## src/rtl/memory_arbiter_pkg.sv

```systemverilog
// Shared CPU package: FSM encoding and default bus widths for the memory arbiter.
package memory_arbiter_pkg;

  localparam int ADDR_W_DEF = 32;
  localparam int DATA_W_DEF = 32;

  // IDLE: accepting requests; D_ACC/I_ACC: waiting on backing memory;
  // DONE: presenting the one-cycle ready pulse to the granted port.
  typedef enum logic [1:0] {
    IDLE  = 2'd0,
    D_ACC = 2'd1,
    I_ACC = 2'd2,
    DONE  = 2'd3
  } arb_state_t;

endpackage

```

## src/rtl/memory_arbiter.sv

```systemverilog
// Two-port (instruction fetch / data) arbiter onto a single backing memory.
// Data wins contention unless it has already taken MAX_DBURST grants in a row
// while a fetch was waiting; then the fetch is served once.
//
// Handshake: a requester holds its request level-high; the arbiter answers
// with a one-cycle ready pulse. The backing memory sees mem_req_o held with
// stable address/data until it returns a one-cycle mem_ack_i (no timeout).
module memory_arbiter
  import memory_arbiter_pkg::*;
#(
  parameter int ADDR_W     = ADDR_W_DEF,
  parameter int DATA_W     = DATA_W_DEF,
  parameter int MAX_DBURST = 4
) (
  input  logic              clk_i,
  input  logic              rst_i,
  input  logic              i_req_i,
  input  logic [ADDR_W-1:0] i_addr_i,
  output logic [DATA_W-1:0] i_data_o,
  output logic              i_ready_o,
  input  logic              d_read_i,
  input  logic              d_write_i,
  input  logic [ADDR_W-1:0] d_addr_i,
  input  logic [DATA_W-1:0] d_wdata_i,
  output logic [DATA_W-1:0] d_rdata_o,
  output logic              d_ready_o,
  output logic              mem_req_o,
  output logic              mem_we_o,
  output logic [ADDR_W-1:0] mem_addr_o,
  output logic [DATA_W-1:0] mem_wdata_o,
  input  logic [DATA_W-1:0] mem_rdata_i,
  input  logic              mem_ack_i,
  output logic              stall_o,
  output logic              err_o,
  output arb_state_t        state_o
);

  localparam int CNT_W = (MAX_DBURST < 1) ? 1 : $clog2(MAX_DBURST + 1);
  localparam logic [CNT_W-1:0] MAX_CNT = CNT_W'(MAX_DBURST);

  arb_state_t       state, state_next;
  logic [CNT_W-1:0] dcnt;
  logic             d_pend;
  logic             burst_full;
  logic             grant_d;
  logic             grant_i;
  logic             in_access;

  assign d_pend     = d_read_i | d_write_i;
  assign burst_full = (dcnt == MAX_CNT);
  assign in_access  = (state == D_ACC) || (state == I_ACC);
  assign state_o    = state;

  assign stall_o = (i_req_i & ~i_ready_o) | (d_pend & ~d_ready_o);

  // Grant decision, only meaningful in IDLE.
  always_comb begin
    grant_d = 1'b0;
    grant_i = 1'b0;
    if (state == IDLE) begin
      grant_d = d_pend & ~(i_req_i & burst_full);
      grant_i = i_req_i & ~grant_d;
    end
  end

  // Next-state logic.
  always_comb begin
    state_next = state;
    case (state)
      IDLE:  if (grant_d) state_next = D_ACC;
             else if (grant_i) state_next = I_ACC;
      D_ACC: if (mem_ack_i) state_next = DONE;
      I_ACC: if (mem_ack_i) state_next = DONE;
      DONE:  state_next = IDLE;
      default: state_next = IDLE;
    endcase
  end

  // State register.
  always_ff @(posedge clk_i) begin
    if (rst_i) state <= IDLE;
    else       state <= state_next;
  end

  // Consecutive data-grant counter, saturating at MAX_DBURST.
  always_ff @(posedge clk_i) begin
    if (rst_i) begin
      dcnt <= '0;
    end else if (grant_i) begin
      dcnt <= '0;
    end else if (grant_d) begin
      if (!i_req_i)        dcnt <= '0;
      else if (!burst_full) dcnt <= dcnt + CNT_W'(1);
    end
  end

  // Memory-side request, captured read data, ready pulses and sticky error.
  always_ff @(posedge clk_i) begin
    if (rst_i) begin
      mem_req_o   <= 1'b0;
      mem_we_o    <= 1'b0;
      mem_addr_o  <= '0;
      mem_wdata_o <= '0;
      i_data_o    <= '0;
      d_rdata_o   <= '0;
      i_ready_o   <= 1'b0;
      d_ready_o   <= 1'b0;
      err_o       <= 1'b0;
    end else begin
      i_ready_o <= 1'b0;
      d_ready_o <= 1'b0;
      if (grant_d) begin
        mem_req_o   <= 1'b1;
        // A simultaneous read+write resolves to a write and is flagged.
        mem_we_o    <= d_write_i;
        mem_addr_o  <= d_addr_i;
        mem_wdata_o <= d_wdata_i;
        if (d_read_i && d_write_i) err_o <= 1'b1;
      end else if (grant_i) begin
        mem_req_o  <= 1'b1;
        mem_we_o   <= 1'b0;
        mem_addr_o <= i_addr_i;
      end
      if (in_access && mem_ack_i) begin
        mem_req_o <= 1'b0;
        mem_we_o  <= 1'b0;
        if (state == I_ACC) begin
          i_data_o  <= mem_rdata_i;
          i_ready_o <= 1'b1;
        end else begin
          if (!mem_we_o) d_rdata_o <= mem_rdata_i;
          d_ready_o <= 1'b1;
        end
      end
      // An ack with no access outstanding is a protocol error and is dropped.
      if (!in_access && mem_ack_i) err_o <= 1'b1;
    end
  end

endmodule
```

## config.mk

```make
export PLATFORM = sky130hd
export DESIGN_NAME = memory_arbiter
export DESIGN_NICKNAME = d
export VERILOG_FILES = /design/src/rtl/memory_arbiter_pkg.sv /design/src/rtl/memory_arbiter.sv
export SDC_FILE = /design/constraint.sdc
export NUM_CORES = 1
export LEC_CHECK = 0
export BUFFER_PORTS_ARGS = -buffer_cell sky130_fd_sc_hd__buf_2
export CORE_MARGIN = 2
export CORE_UTILIZATION = 51
export CTS_BUF_LIST = sky130_fd_sc_hd__clkbuf_8
export DETAILED_ROUTE_END_ITERATION = 12
export GPL_TIMING_DRIVEN = 1
export PLACE_DENSITY = 0.95
export SLEW_MARGIN = 20
export SYNTH_ARGS = -nofsm -noshare
export SYNTH_HDL_FRONTEND = slang
export SYNTH_SLANG_ARGS = --single-unit
```

## constraint.sdc

```tcl
create_clock -name clk_i -period 3.14 [get_ports clk_i]
set_input_delay 0.157 -clock clk_i [delete_from_list [all_inputs] [get_ports clk_i]]
set_output_delay 0.157 -clock clk_i [all_outputs]
set_load 0.02 [all_outputs]
```

==> flow_summary.toml <==
[route]
via_per_inst = 5.696
postRouteAntennaNets = 0
met3_wirelength_mm = 1.774
drt_iter0_drc = 568
dr_wl_met2_mm = 9.712
vias = 6494
dr.pass1.iters = 6
drt-met1-wl_mm = 7.335
wl_per_cell_um = 17.69
wl_mm = 20.17
drc_errors = 0
top_layer = "met4"

[critical_path]
worstPathArrival_ns = 2.56
critPathKind = "flop to flop"
ff2ff_setup_slack_ns = 0.88
worst_ep_required_time_ns = 3.44
r2r_end = "mem_addr_o[13]$_SDFFE_PP0P_"
worstSetupStartpointType = "flop"
cp_max_fo = 39
worstRegToRegCells = 6
end_kind = "flop"
r2r_start = "state_o[1]$_SDFFE_PP0P_"

[die]
die_w_um = 107.4
io_pins = 270
start_util_pct = 52.59
core_area_um2 = 10370
die_h_um = 107.4
die-area_um2 = 11540
rows = 37

[global_routing]
grt_use_total_pct = 34.52
grt_pass1_wl_mm = 31.26
grt_max_degree = 55
grt_pass1_vias = 6188
overflow = 0
antenna_found_initial = 1

[power_and_ir_drop]
power.total_w = 0.006461
ir_drop_v = 0.0006014
power.density_nw_per_um2 = 809.8
power_leakage_nw = 3.573

[sta]
report.final.setup_viol = 0
fmax_ghz = 0.4431
hold_viol = 0
worst_clock_skew_ns = 0.01613
whs_ns = 0.02698
worstMarginPinSlew_ns = 0.8941
setup_tns_ns = 0
finalCritPeriodShare_pct = 71.87
fin_crit_ns = 2.257
slew_headroom_pct = 40.17
rsz0062_at_grt = "false"
maxSlewViolCount = 0

[finish]
multi_input_area_um2 = 2344
nFillCells = 718
syn2layout_area_growth_pct = 46.27
drive_gt1_share_pct = 32.50
fin_nets = 1128
regArea_um2 = 2763
instances_no_fill = 1140

[cts]
cts_buffers = 17
h-tree-depth = 4
cts_setup_buffers = 0
clock_sinks = 138
cts.clk_slew.worst_paths_ns = 0.08
cts_buffer_depth = 2
cts_tree = "built"
cts_root_buf = "clkbuf_8"
clock_latency_ns = 0.42

[synthesis]
yosysMostFrequentCell = "nand2_1"
ys_seq_area_share_pct = 50.65
synthCells = 672
synthTopCellsByArea = "dfxtp_1, nand2_1, a21oi_1"
ys_ff_latch = 138
synth_top_area_share_pct = 50.65
ys_async_sr_fraction_pct = 0
synth_commonest_cells = "nand2_1, dfxtp_1, a21oi_1, nand3_1"
ys_types = 39
yosys_warnings = 0
ys.flop_type = "dfxtp_1"
yosys.area.top_type = "dfxtp_1"
synth_edf_count = 0
synth_area_per_cell_um2 = 8.116
syn_nets = 810
syn_area_um2 = 5454

[placement]
place_inst = 1021
place.gp.congestion = 0.8740
port_buffers = 269
hpwl_mm = 11.30

[run]
drv_cap = 0

[hold_path]
holdPathStages = 3
min_to = "mem_addr_o[9]$_SDFFE_PP0P_"
min_path_type = "input port to flop"
min-delay-start = "i_addr_i[9]"

[run_status]
status = "complete, no violations"
worst max path at each step:
| stage | startpoint | to | slack (ns) | depth (start not counted) |
|---|---|---|---|---|
| floorplan | state_o[0]$_SDFFE_PP0P_ | d_rdata_o[13]$_SDFFE_PP0P_ | 1.40 | 8 |
| global route | state_o[1]$_SDFFE_PP0P_ | mem_addr_o[13]$_SDFFE_PP0P_ | 0.76 | 6 |
| finish | state_o[1]$_SDFFE_PP0P_ | mem_addr_o[13]$_SDFFE_PP0P_ | 0.88 | 6 |
| detailed placement | state_o[0]$_SDFFE_PP0P_ | dcnt[0]$_SDFFE_PP0P_ | 1.04 | 5 |
| CTS | state_o[1]$_SDFFE_PP0P_ | dcnt[0]$_SDFFE_PP0P_ | 1.00 | 5 |
| global placement | state_o[0]$_SDFFE_PP0P_ | mem_addr_o[13]$_SDFFE_PP0P_ | 1.17 | 6 |
placed cells by master (no fill, tap or decap), types with 2 or more instances in the layout:
master	count
clkinv_4	3
nor2_1	4
nor4_1	2
nand2_2	2
nand3_1	35
o21ai_1	4
inv_6	7
buf_4	11
buf_2	268
nand2_1	195
nor3_2	8
a221oi_1	4
dlygate4sd3_1	86
o21ai_0	29
a21oi_1	99
clkbuf_8	19
nor3_1	27
ha_1	4
inv_1	6
a311oi_1	31
dfxtp_1	138
registers in the layout, summed over array words and instances, names as in the netlist:
| name | flops |
|---|---|
| d_ready_o | 1 |
| state_o | 2 |
| mem_req_o | 1 |
| mem_wdata_o | 32 |
| err_o | 1 |
| i_ready_o | 1 |
| dcnt | 3 |
| mem_we_o | 1 |
| i_data_o | 32 |
| mem_addr_o | 32 |
| d_rdata_o | 32 |
repair_timing:
| action | in CTS | in global routing |
|---|---|---|
| gates resized for setup | 0 | 0 |
| hold endpoints to repair | 118 | 0 |
| hold buffers | 86 | 0 |
cell type report:
type / instances / area share (%)
Antenna cell: 1 / 0.03137
Clock buffer: 19 / 3.278
Clock inverter: 13 / 1.631
Inverter: 6 / 0.2823
Multi-Input combinational cell: 462 / 29.38
Sequential cell: 138 / 34.63
Tap cell: 136 / 2.133
Timing Repair Buffer: 365 / 28.64
routing by layer:
metal	vias up	GRT usage (%)
li1	2955	-
met1	2984	37.92
met2	434	57.50
met3	121	10.47
met4	0	22.80
met5	-	0
critical path: stages (launching register included):
cell      delay (ns)
dfxtp_1         0.37
inv_1           0.08
ha_1            0.35
o21ai_4         0.40
buf_4           0.46
nor3_1          0.11
a311oi_1        0.36
kinds of logic (layout without fill, tap and decap cells):
family / Yosys count / count (layout) / synth area share [%]
compound gates: 176 / 176 / 19.20
fa+ha+maj: 4 / 4 / 0.9177
buf+inv: 72 / 403 / 6.538
flops: 138 / 138 / 50.65
mux: 1 / 1 / 0.2065
other cells: 0 / 1 / 0
simple gates: 281 / 281 / 22.48
report_power, final:
group	internal, W	leakage [nW]	switching [W]
Combinational	0.000859	2.24	0.00180
Clock	0.000690	0.199	0.000736
Sequential	0.00216	1.13	0.000218
Total	0.00371	3.57	0.00275
metrics by stage:
| step | cell area, um^2 | worst slack (ns) | util, % |
|---|---|---|---|
| 2_1_floorplan | 5454 | 1.396 | - |
| 3_3_place_gp | 6723 | 1.173 | 64.83 |
| 3_5_place_dp | 6723 | 1.042 | 64.83 |
| 4_1_cts | 7975 | 1.001 | 76.91 |
| 5_1_grt | 7978 | 0.7632 | 76.93 |
| 6_report | 7978 | 0.8834 | 76.93 |
Note: power is estimated with default switching activity, not from simulation.
